**config.mk**
```make
export PLATFORM = sky130hd
export DESIGN_NAME = bmp_load_ctrl
export DESIGN_NICKNAME = d
export VERILOG_FILES = /design/src/rtl/bmp_load_ctrl_pkg.sv /design/src/rtl/bmp_load_ctrl_hdr_capture.sv /design/src/rtl/bmp_load_ctrl.sv
export SDC_FILE = /design/constraint.sdc
export NUM_CORES = 1
export LEC_CHECK = 0
export CAP_MARGIN = 10
export CORE_AREA = 2 2 141 143
export CTS_CLUSTER_DIAMETER = 60
export DETAILED_ROUTE_END_ITERATION = 7
export DIE_AREA = 0 0 143 145
export GPL_ROUTABILITY_DRIVEN = 0
export PLACE_DENSITY = 0.71
export REMOVE_ABC_BUFFERS = 1
export SLEW_MARGIN = 20
export SYNTH_ARGS = -nofsm -noshare
export SYNTH_HDL_FRONTEND = slang
export SYNTH_SLANG_ARGS = --single-unit
```
**constraint.sdc**
```tcl
create_clock -name clk -period 3.65 [get_ports clk]
set_input_delay 0.73 -clock clk [delete_from_list [all_inputs] [get_ports clk]]
set_output_delay 0.73 -clock clk [all_outputs]
set_load 0.01 [all_outputs]
```
**src/rtl/bmp_load_ctrl_pkg.sv**
```systemverilog
// Shared constants for the BMP load controller: FSM encodings, error codes,
// header byte offsets and the header byte-lane helpers.
package bmp_load_ctrl_pkg;

  localparam logic [2:0] ST_IDLE  = 3'd0;
  localparam logic [2:0] ST_ISSUE = 3'd1;
  localparam logic [2:0] ST_WAIT  = 3'd2;
  localparam logic [2:0] ST_CHECK = 3'd3;
  localparam logic [2:0] ST_DONE  = 3'd4;
  localparam logic [2:0] ST_ERR   = 3'd5;

  localparam logic [2:0] ERR_NONE    = 3'd0;
  localparam logic [2:0] ERR_SIG     = 3'd1;
  localparam logic [2:0] ERR_TIMEOUT = 3'd2;
  localparam logic [2:0] ERR_SIZE    = 3'd3;
  localparam logic [2:0] ERR_ABORT   = 3'd4;
  localparam logic [2:0] ERR_OFFSET  = 3'd5;

  localparam int unsigned HDR_LEN    = 32'd54;
  localparam int unsigned OFF_SIG    = 32'd0;
  localparam int unsigned OFF_FSIZE  = 32'd2;
  localparam int unsigned OFF_DOFF   = 32'd10;
  localparam int unsigned OFF_WIDTH  = 32'd18;
  localparam int unsigned OFF_HEIGHT = 32'd22;

  localparam logic [7:0] SIG_B0 = 8'h42;
  localparam logic [7:0] SIG_B1 = 8'h4D;

  function automatic logic in_field(logic [31:0] idx, int unsigned off, int unsigned len);
    return (idx >= off) && (idx < (off + len));
  endfunction

  // Little-endian: byte k of a field lands at bit 8k.
  function automatic logic [4:0] lane_pos(logic [1:0] idx_lo, logic [1:0] off_lo);
    logic [1:0] rel;
    rel = idx_lo - off_lo;
    return {rel, 3'b000};
  endfunction

endpackage

```
**src/rtl/bmp_load_ctrl_hdr_capture.sv**
```systemverilog
// Header shadow: snoops ROM bytes by index and assembles the signature
// and the four little-endian 32-bit header fields.
module bmp_hdr_capture
  import bmp_load_ctrl_pkg::*;
#(
  parameter int ADDR_WIDTH = 16
) (
  input  logic                  clk,
  input  logic                  rst_n,
  input  logic                  clr_i,
  input  logic                  stb_i,
  input  logic [ADDR_WIDTH-1:0] idx_i,
  input  logic [7:0]            byte_i,
  output logic [15:0]           sig_o,
  output logic [31:0]           file_size_o,
  output logic [31:0]           data_offset_o,
  output logic [31:0]           width_o,
  output logic [31:0]           height_o
);

  logic [31:0] idx_s;
  logic [15:0] sig_q, sig_d;
  logic [31:0] fsize_q, fsize_d;
  logic [31:0] doff_q, doff_d;
  logic [31:0] width_q, width_d;
  logic [31:0] height_q, height_d;

  assign idx_s = 32'(idx_i);

  // Next-state for the header shadow: sync clear wins over a byte strobe.
  always_comb begin
    sig_d    = sig_q;
    fsize_d  = fsize_q;
    doff_d   = doff_q;
    width_d  = width_q;
    height_d = height_q;
    if (clr_i) begin
      sig_d    = 16'd0;
      fsize_d  = 32'd0;
      doff_d   = 32'd0;
      width_d  = 32'd0;
      height_d = 32'd0;
    end else if (stb_i && in_field(idx_s, OFF_SIG, 32'd2)) begin
      sig_d[{idx_s[0], 3'b000} +: 8] = byte_i;
    end else if (stb_i && in_field(idx_s, OFF_FSIZE, 32'd4)) begin
      fsize_d[lane_pos(idx_s[1:0], 2'(OFF_FSIZE)) +: 8] = byte_i;
    end else if (stb_i && in_field(idx_s, OFF_DOFF, 32'd4)) begin
      doff_d[lane_pos(idx_s[1:0], 2'(OFF_DOFF)) +: 8] = byte_i;
    end else if (stb_i && in_field(idx_s, OFF_WIDTH, 32'd4)) begin
      width_d[lane_pos(idx_s[1:0], 2'(OFF_WIDTH)) +: 8] = byte_i;
    end else if (stb_i && in_field(idx_s, OFF_HEIGHT, 32'd4)) begin
      height_d[lane_pos(idx_s[1:0], 2'(OFF_HEIGHT)) +: 8] = byte_i;
    end else begin
      sig_d = sig_q;
    end
  end

  // Header shadow registers.
  always_ff @(posedge clk or negedge rst_n) begin
    if (!rst_n) begin
      sig_q    <= 16'd0;
      fsize_q  <= 32'd0;
      doff_q   <= 32'd0;
      width_q  <= 32'd0;
      height_q <= 32'd0;
    end else begin
      sig_q    <= sig_d;
      fsize_q  <= fsize_d;
      doff_q   <= doff_d;
      width_q  <= width_d;
      height_q <= height_d;
    end
  end

  assign sig_o         = sig_q;
  assign file_size_o   = fsize_q;
  assign data_offset_o = doff_q;
  assign width_o       = width_q;
  assign height_o      = height_q;

endmodule

```
**src/rtl/bmp_load_ctrl.sv**
```systemverilog
// Sequencing controller for the ROM->RAM BMP byte mover: one request per
// byte, header validation, stall timeout, abort and done/error reporting.
module bmp_load_ctrl
  import bmp_load_ctrl_pkg::*;
#(
  parameter int BYTE_WIDTH = 8,
  parameter int ADDR_WIDTH = 16,
  parameter int TOTAL_SIZE = 1078,
  parameter int HDR_SIZE   = HDR_LEN,
  parameter int TIMEOUT    = 15
) (
  input  logic                  clk,
  input  logic                  rst_n,
  input  logic                  start,
  input  logic                  abort,
  output logic                  mv_req,
  input  logic                  mv_rom_valid,
  input  logic [BYTE_WIDTH-1:0] mv_rom_q,
  input  logic                  mv_ram_valid,
  output logic                  busy,
  output logic                  done,
  output logic                  err,
  output logic [2:0]            err_code,
  output logic [ADDR_WIDTH-1:0] byte_cnt,
  output logic [31:0]           file_size,
  output logic [31:0]           data_offset,
  output logic [31:0]           img_width,
  output logic [31:0]           img_height
);

  localparam int TMO_W = $clog2(TIMEOUT + 1);

  logic [2:0]            state_q, state_d;
  logic [ADDR_WIDTH-1:0] cnt_q, cnt_d;
  logic [TMO_W-1:0]      tmo_q, tmo_d;
  logic [2:0]            code_q, code_d;
  logic                  req_q, req_d;
  logic                  hdr_clr_s, hdr_stb_s;
  logic [15:0]           sig_s;

  bmp_hdr_capture #(.ADDR_WIDTH(ADDR_WIDTH)) u_hdr (
    .clk           (clk),
    .rst_n         (rst_n),
    .clr_i         (hdr_clr_s),
    .stb_i         (hdr_stb_s),
    .idx_i         (cnt_q),
    .byte_i        (mv_rom_q),
    .sig_o         (sig_s),
    .file_size_o   (file_size),
    .data_offset_o (data_offset),
    .width_o       (img_width),
    .height_o      (img_height)
  );

  // FSM next-state. The request for ISSUE is computed on the way in, so an
  // abort seen at that moment suppresses it without an input->mv_req path.
  always_comb begin
    state_d   = state_q;
    cnt_d     = cnt_q;
    tmo_d     = tmo_q;
    code_d    = code_q;
    req_d     = 1'b0;
    hdr_clr_s = 1'b0;
    hdr_stb_s = 1'b0;
    case (state_q)
      ST_IDLE: begin
        if (start) begin
          state_d   = ST_ISSUE;
          cnt_d     = {ADDR_WIDTH{1'b0}};
          code_d    = ERR_NONE;
          hdr_clr_s = 1'b1;
          req_d     = !abort;
        end else begin
          state_d = ST_IDLE;
        end
      end
      ST_ISSUE: begin
        tmo_d = {TMO_W{1'b0}};
        if (!req_q) begin
          state_d = ST_ERR;
          code_d  = ERR_ABORT;
        end else begin
          state_d = ST_WAIT;
        end
      end
      ST_WAIT: begin
        hdr_stb_s = mv_rom_valid && (cnt_q < ADDR_WIDTH'(HDR_SIZE));
        // A write landing on the last allowed cycle still wins over the timeout.
        if (mv_ram_valid) begin
          cnt_d   = cnt_q + {{(ADDR_WIDTH-1){1'b0}}, 1'b1};
          state_d = ST_CHECK;
        end else if (tmo_q == TMO_W'(TIMEOUT - 1)) begin
          state_d = ST_ERR;
          code_d  = ERR_TIMEOUT;
        end else begin
          tmo_d = tmo_q + {{(TMO_W-1){1'b0}}, 1'b1};
        end
      end
      ST_CHECK: begin
        if (abort) begin
          state_d = ST_ERR;
          code_d  = ERR_ABORT;
        end else if ((cnt_q == ADDR_WIDTH'(2)) && (sig_s != {SIG_B1, SIG_B0})) begin
          state_d = ST_ERR;
          code_d  = ERR_SIG;
        end else if ((cnt_q == ADDR_WIDTH'(HDR_SIZE)) && (file_size != 32'(TOTAL_SIZE))) begin
          state_d = ST_ERR;
          code_d  = ERR_SIZE;
        end else if ((cnt_q == ADDR_WIDTH'(HDR_SIZE)) &&
                     ((data_offset < 32'(HDR_SIZE)) || (data_offset >= 32'(TOTAL_SIZE)))) begin
          state_d = ST_ERR;
          code_d  = ERR_OFFSET;
        end else if (cnt_q == ADDR_WIDTH'(TOTAL_SIZE)) begin
          state_d = ST_DONE;
        end else begin
          state_d = ST_ISSUE;
          req_d   = 1'b1;
        end
      end
      ST_DONE: state_d = ST_DONE;
      ST_ERR:  state_d = ST_ERR;
      default: state_d = ST_IDLE;
    endcase
  end

  // Controller state, counters and request strobe.
  always_ff @(posedge clk or negedge rst_n) begin
    if (!rst_n) begin
      state_q <= ST_IDLE;
      cnt_q   <= {ADDR_WIDTH{1'b0}};
      tmo_q   <= {TMO_W{1'b0}};
      code_q  <= ERR_NONE;
      req_q   <= 1'b0;
    end else begin
      state_q <= state_d;
      cnt_q   <= cnt_d;
      tmo_q   <= tmo_d;
      code_q  <= code_d;
      req_q   <= req_d;
    end
  end

  assign mv_req   = req_q;
  assign busy     = (state_q == ST_ISSUE) || (state_q == ST_WAIT) || (state_q == ST_CHECK);
  assign done     = (state_q == ST_DONE);
  assign err      = (state_q == ST_ERR);
  assign err_code = code_q;
  assign byte_cnt = cnt_q;

endmodule

```
# Yosys cells after proc, flatten, opt, wreduce, memory -nomap -nowiden
# Index checks and enable logic that the tools add are counted.
[totals]
ff_bits = 171
word_cells = 149
out_inout_bits = 151
[op_classes]
addsub = 5
n_lt_le_gt_ge = 13
eq_ne = 23
n_mux = 60
reduce_logical = 34
n_shift = 4
[ops]
columns = ["cell", "n"]
rows = [
  ["32-bit two-way mux", 18],
  ["32-bit bitwise mux", 4],
  ["16-bit two-way mux", 4],
  ["3-bit two-way mux", 16],
  ["16-bit by 5-bit greater-or-equal comparator with 1-bit output (second input constant)", 2],
  ["32-bit by 11-bit greater-or-equal comparator with 1-bit output (second input constant)", 1],
  ["16-bit by 5-bit < comparator with 1-bit output (second input constant)", 2],
  ["32-bit by 6-bit < comparator with 1-bit output (second input constant)", 1],
  ["32-bit by 11-bit != test with 1-bit output (second input constant)", 1],
  ["16-bit case mux with 2 select lines", 1],
  ["8-bit by 7-bit variable shift with 32-bit output (first input constant)", 1],
  ["8-bit by 7-bit indexed part select with 32-bit output", 1],
  ["2-bit != test (second input constant)", 10],
  ["3-bit case mux with 6 select lines", 1],
  ["16-bit by 1-bit adder with 16-bit output (second input constant)", 1],
  ["16-bit bitwise mux", 1],
  ["16-bit by 11-bit equality test with 1-bit output (second input constant)", 1],
  ["16-bit by 2-bit equality test with 1-bit output (second input constant)", 1],
  ["16-bit by 6-bit equality test with 1-bit output (second input constant)", 1],
  ["16-bit by 1-bit greater-or-equal comparator with 1-bit output (second input constant)", 1],
  ["16-bit by 2-bit greater-or-equal comparator with 1-bit output (second input constant)", 1],
  ["16-bit by 4-bit greater-or-equal comparator with 1-bit output (second input constant)", 1],
  ["16-bit by 2-bit < comparator with 1-bit output (second input constant)", 1],
  ["16-bit by 3-bit < comparator with 1-bit output (second input constant)", 1],
  ["other kinds (31)", 66],
]

# Longest topological paths before layout
[logic_depth]
depth_word = 10
depth_mapped = 9
ltp_nobuf = 8

# Cells and area by module
# Synthesis repeated with hierarchy kept, for this count alone.
[hier_totals]
cells_unflattened = 740
hier_area_um2 = 8325.5
[modules_own_cells]
columns = ["mod", "n_inst", "area_each_um2", "seq_area_each_um2", "cells_each"]
rows = [
  ["bmp_hdr_capture", 1, 6510.0, 3603.5, 532],
  ["bmp_load_ctrl", 1, 1815.5, 675.6, 208],
]

# Least setup slack after synthesis
# OpenSTA, ideal clock, no wires.
[synth_path]
path_type = "register -> register"
start = "register cnt_q[0], in the netlist byte_cnt[0]"
end = "register code_q[1], in the netlist err_code[1]"
synth_period_minus_slack_ns = 2.776
setup_ns = 0.121
n_path_buf = 1
path_stages_with_launch = 10
required_time_ns = 3.529
t_arrival_ns = 2.656
slack_ns = 0.874
cell_sequence = "dfrtp_1 > inv_1 > ha_1 > clkbuf_1 > or4b_2 > nor4_1 > o311ai_0 > nand4_1 > o21ai_0 > a22o_1"
[synth_via]
elab_chain_cells = 6
word_cells_on_any_way = 11
cone_classes = "eq/ne: 3; mux: 4; reduce/logical: 4"
[synth_lines]
columns = ["item", "line_no", "source"]
rows = [
  ["start: declaration", "bmp_load_ctrl.sv:34", "logic [ADDR_WIDTH-1:0] cnt_q, cnt_d;"],
  ["start signal: assignment", "bmp_load_ctrl.sv:130", "cnt_q <= {ADDR_WIDTH{1'b0}};"],
  ["start signal: assignment", "bmp_load_ctrl.sv:136", "cnt_q <= cnt_d;"],
  ["16-bit by 6-bit equality test with 1-bit output", "bmp_load_ctrl.sv:106, bmp_load_ctrl.sv:109", ""],
  ["1-bit logical AND", "bmp_load_ctrl.sv:106", "end else if ((cnt_q == ADDR_WIDTH'(HDR_SIZE)) && (file_size != 32'(TOTAL_SIZE))) begin"],
  ["3-bit two-way mux", "bmp_load_ctrl.sv:106", ""],
  ["3-bit two-way mux", "bmp_load_ctrl.sv:103", "end else if ((cnt_q == ADDR_WIDTH'(2)) && (sig_s != {SIG_B1, SIG_B0})) begin"],
  ["3-bit two-way mux", "bmp_load_ctrl.sv:100", "if (abort) begin"],
  ["3-bit case mux with 4 select lines", "bmp_load_ctrl.sv:65", "case (state_q)"],
  ["end signal: assignment", "bmp_load_ctrl.sv:138", "code_q <= code_d;"],
  ["end: declaration", "bmp_load_ctrl.sv:36", "logic [2:0] code_q, code_d;"],
]
# Parallel ways exist; a longest one is shown, timed or not.
# A chain may end at the register's enable or synchronous reset.

# Worst setup path in the final report
[layout_path]
start = "register cnt_q[11], in the netlist byte_cnt[11]"
end = "register u_hdr.fsize_q[7], in the netlist u_hdr.file_size_o[7]"
[layout_via]
elab_chain_cells = 6
word_cells_on_any_way = 14
cone_classes = "order compare: 5; eq/ne: 1; mux: 1; reduce/logical: 7"
[layout_lines]
columns = ["item", "line_no", "source"]
rows = [
  ["16-bit by 6-bit < comparator with 1-bit output", "bmp_load_ctrl.sv:87", "hdr_stb_s = mv_rom_valid && (cnt_q < ADDR_WIDTH'(HDR_SIZE));"],
  ["1-bit logical AND", "bmp_load_ctrl.sv:87", ""],
  ["1-bit two-way mux", "bmp_load_ctrl.sv:65", ""],
  ["1-bit logical AND (on tied branches)", "bmp_load_ctrl_hdr_capture.sv:43, bmp_load_ctrl_hdr_capture.sv:45", ""],
  ["2-bit != test (no source line) / 2-bit nonzero test (equally long branches)", "-", ""],
  ["2-bit AND reduction (no source line) (*)", "-", ""],
  ["end signal: assignment", "bmp_load_ctrl_hdr_capture.sv:68", "fsize_q <= fsize_d;"],
  ["end: declaration", "bmp_load_ctrl_hdr_capture.sv:23", "logic [31:0] fsize_q, fsize_d;"],
]
# Mark *: on every way between the ends. The rest lies on a longest branch, timed or not.

==> metrics.txt <==
WL final=around 20000 um; Setup Viol. Count Final=0; post-route ant nets=0; Worst Path Required=3.95 ns; pre-CTS WS=approximately 0.34 ns; DR iter-0 viols=between 200 and 300; Root Driver=clkbuf_16; Yosys reg bits=around 170; Top FF cell, synth=dfrtp_1; HP Class=in -> async; Synth warnings=0; Worst-Margin Slew=0.991 ns; initial antenna violation count=0; reg2reg path depth=6; io pins=around 170; Finished Layout Cells=about 1100; worst-skew pair later-pin latency=between 0.4 and 0.5 ns; FF+latch area=4280 um^2; power per cell area=~520 nW/um^2; Synth area leader=dfrtp_1; Final Max Tran Viols=0; via count=roughly 5500; postcts setup bufs=0; maximum clock rate=~300 MHz; hpwl dp=about 15000 um; Critical R2R Launch=byte_cnt[11]; area delta synth->final=34.8%; htree depth=4; CP max FO=8; multi-input logic area=roughly 3100 um^2; CTS Hold Bufs=0; placed insts=about 1000; Worst Clk Skew=around 0.0078 ns; status=finished, final reports clean; RSZ-0062 raised after global routing=no; commonest cells in the netlist=171 x dfrtp_1, 113 x mux2_2, 30 x nor2_1; Post-CTS Resized=0; sequential element share of the synthesized area=~57%; CTS tree=yes; initial cell density of the core=approximately two fifths; CTS clock-pin slew for the worst setup and hold paths=roughly 0.07 ns; die footprint=roughly 21000 um^2; Arrival @ worst endpoint=about 3.6 ns; Sink Count=171; GRT Overall Usage=between 15 and 20%; CP endpoint kind=flip-flop; Placed Area=9570 um^2; CTS max path bufs=2; Synth top area share=a little under three fifths; Mapped Cells=598; chip width=~140 um; total gr overflow=0; r2r setup slk=0.33 ns; Avg Cell Area, Syn=about 13 um^2; IO Port Bufs=roughly 160; fin crit period=3.32 ns; final instance area=10100 um^2; row count=between 50 and 60; CORE AREA=a little under 20000 um^2; Distinct cells, synth=between 40 and 50; share of cells above drive strength 1=21.2%; Pre-antenna DRT Iters=4; Max Cap Viol=0; ys async rst share=between 90% and 100%; reg-to-reg endpoint=u_hdr.file_size_o[7]; Cell Area, Synth=roughly 7500 um^2; largest net degree at the start of global routing=68; most frequent cell after synthesis=dfrtp_1; Post-synth EDFFs=0; vias in the first global route=~5500; final worst-path cycle share=90.9%; Wirelength per Cell=slightly below 20 um; vias per cell=5.19; final net count=approximately 800; DRC Markers=0; Die Y=roughly 150 um; relative slew slack=between 30% and 40%; first-pass GRT wire length=31900 um; Final Hold Viols=0; Lkg Pwr=about 4.6 nW; CTS Buf Count=17; Final WS setup=0.332 ns; fillers=around 1700; Max IR drop VDD=around 0.38 mV; ANT cells=0; hold_ws=approximately 0.24 ns; largest cells by area after synthesis=dfrtp_1 57%, mux2_2 17%, mux2_1 2.4%, nor4_1 2.3%, nor2_1 1.5%; startpoint types=flip-flop; Fin Setup TNS=0 ns; Crit Path Class=reg -> reg
[routing by layer]
layer  vias up  GRT usage, %  share of wire [%]
met5         -             0                  0
met4         0          5.35                1.3
met3        20          6.50                6.9
met2       153          30.9                 47
met1      2745          27.0                 45
li1       2549             -                  -
[state kept, by name, indices dropped and copies added, names as in the netlist]
name and cells:
mv_req 1, err_code 3, u_hdr.sig_o 16, byte_cnt 16, u_hdr.data_offset_o 32, u_hdr.width_o 32
state_q 3, tmo_q 4, u_hdr.file_size_o 32, u_hdr.height_o 32
[how the worst max path moves through the flow]
stage	slack, ns	cells after the start	end	start
after global routing	0.20	6	u_hdr.file_size_o[7]	byte_cnt[11]
after floorplan	-2.92	3	u_hdr.data_offset_o[17]	start
after CTS	0.32	6	u_hdr.file_size_o[7]	byte_cnt[11]
after detailed placement	0.34	6	u_hdr.file_size_o[7]	mv_rom_valid
after global placement	0.36	6	u_hdr.file_size_o[0]	mv_rom_valid
final	0.33	6	u_hdr.file_size_o[7]	byte_cnt[11]
[area by class of cell]
cell class | instances | share of cell area, %
sequential | 171 | 42.2
multi-input combinational | 393 | 30.8
timing repair buffer | 178 | 17.6
clock buffer | 22 | 4.48
tap | 265 | 3.27
clock inverter | 10 | 1.15
inverter | 14 | 0.518
[cells by family after synthesis]
group	count (synthesis)	share of synthesized area, %
AO/OA/AOI/OAI	61	4.97
XOR/XNOR	15	1.75
adder cells (fa/ha/maj)	6	0.998
buffers and inverters	34	1.70
flip-flops	171	56.9
multiplexers	138	20.5
AND/OR/NAND/NOR	173	13.2
[worst max-delay path: stages, from the launching register on]
cell and delay, ns:
dfrtp_1 0.44, or4_1 0.59, nor4_2 0.33, or4b_1 0.57, nor3_2 0.44, a21oi_1 0.39
mux2_1 0.43
[where the power goes]
part | internal (W) | switching, W | leakage, nW
Combinational | 0.000668 | 0.000598 | 1.98
Sequential | 0.00211 | 0.000172 | 2.32
Clock | 0.00103 | 0.000738 | 0.274
Total | 0.00380 | 0.00151 | 4.58
[cells in the final DEF (no fill, tap or decap), drive strengths merged, types with 9 or more instances in the layout]
| master | count |
|---|---|
| nor4 | 29 |
| dfrtp | 171 |
| nand3 | 21 |
| clkbuf | 22 |
| and2 | 17 |
| mux2 | 129 |
| xor2 | 12 |
| nand2 | 24 |
| inv | 15 |
| buf | 15 |
| nor2 | 30 |
| a21oi | 22 |
| o21ai | 23 |
| mux2i | 9 |
| nand4 | 9 |
| clkdlybuf4s50 | 163 |
[per-stage QoR]
stage / utilization [%] / total power, W
3_3_place_gp: 49.8 / 0.00355
4_1_cts: 52.8 / 0.00535
6_report: 52.8 / 0.00531
3_5_place_dp: 49.8 / 0.00357
5_1_grt: 52.8 / 0.00555
2_1_floorplan: - / 0.00288
Note: power is estimated with default switching activity, not from simulation.
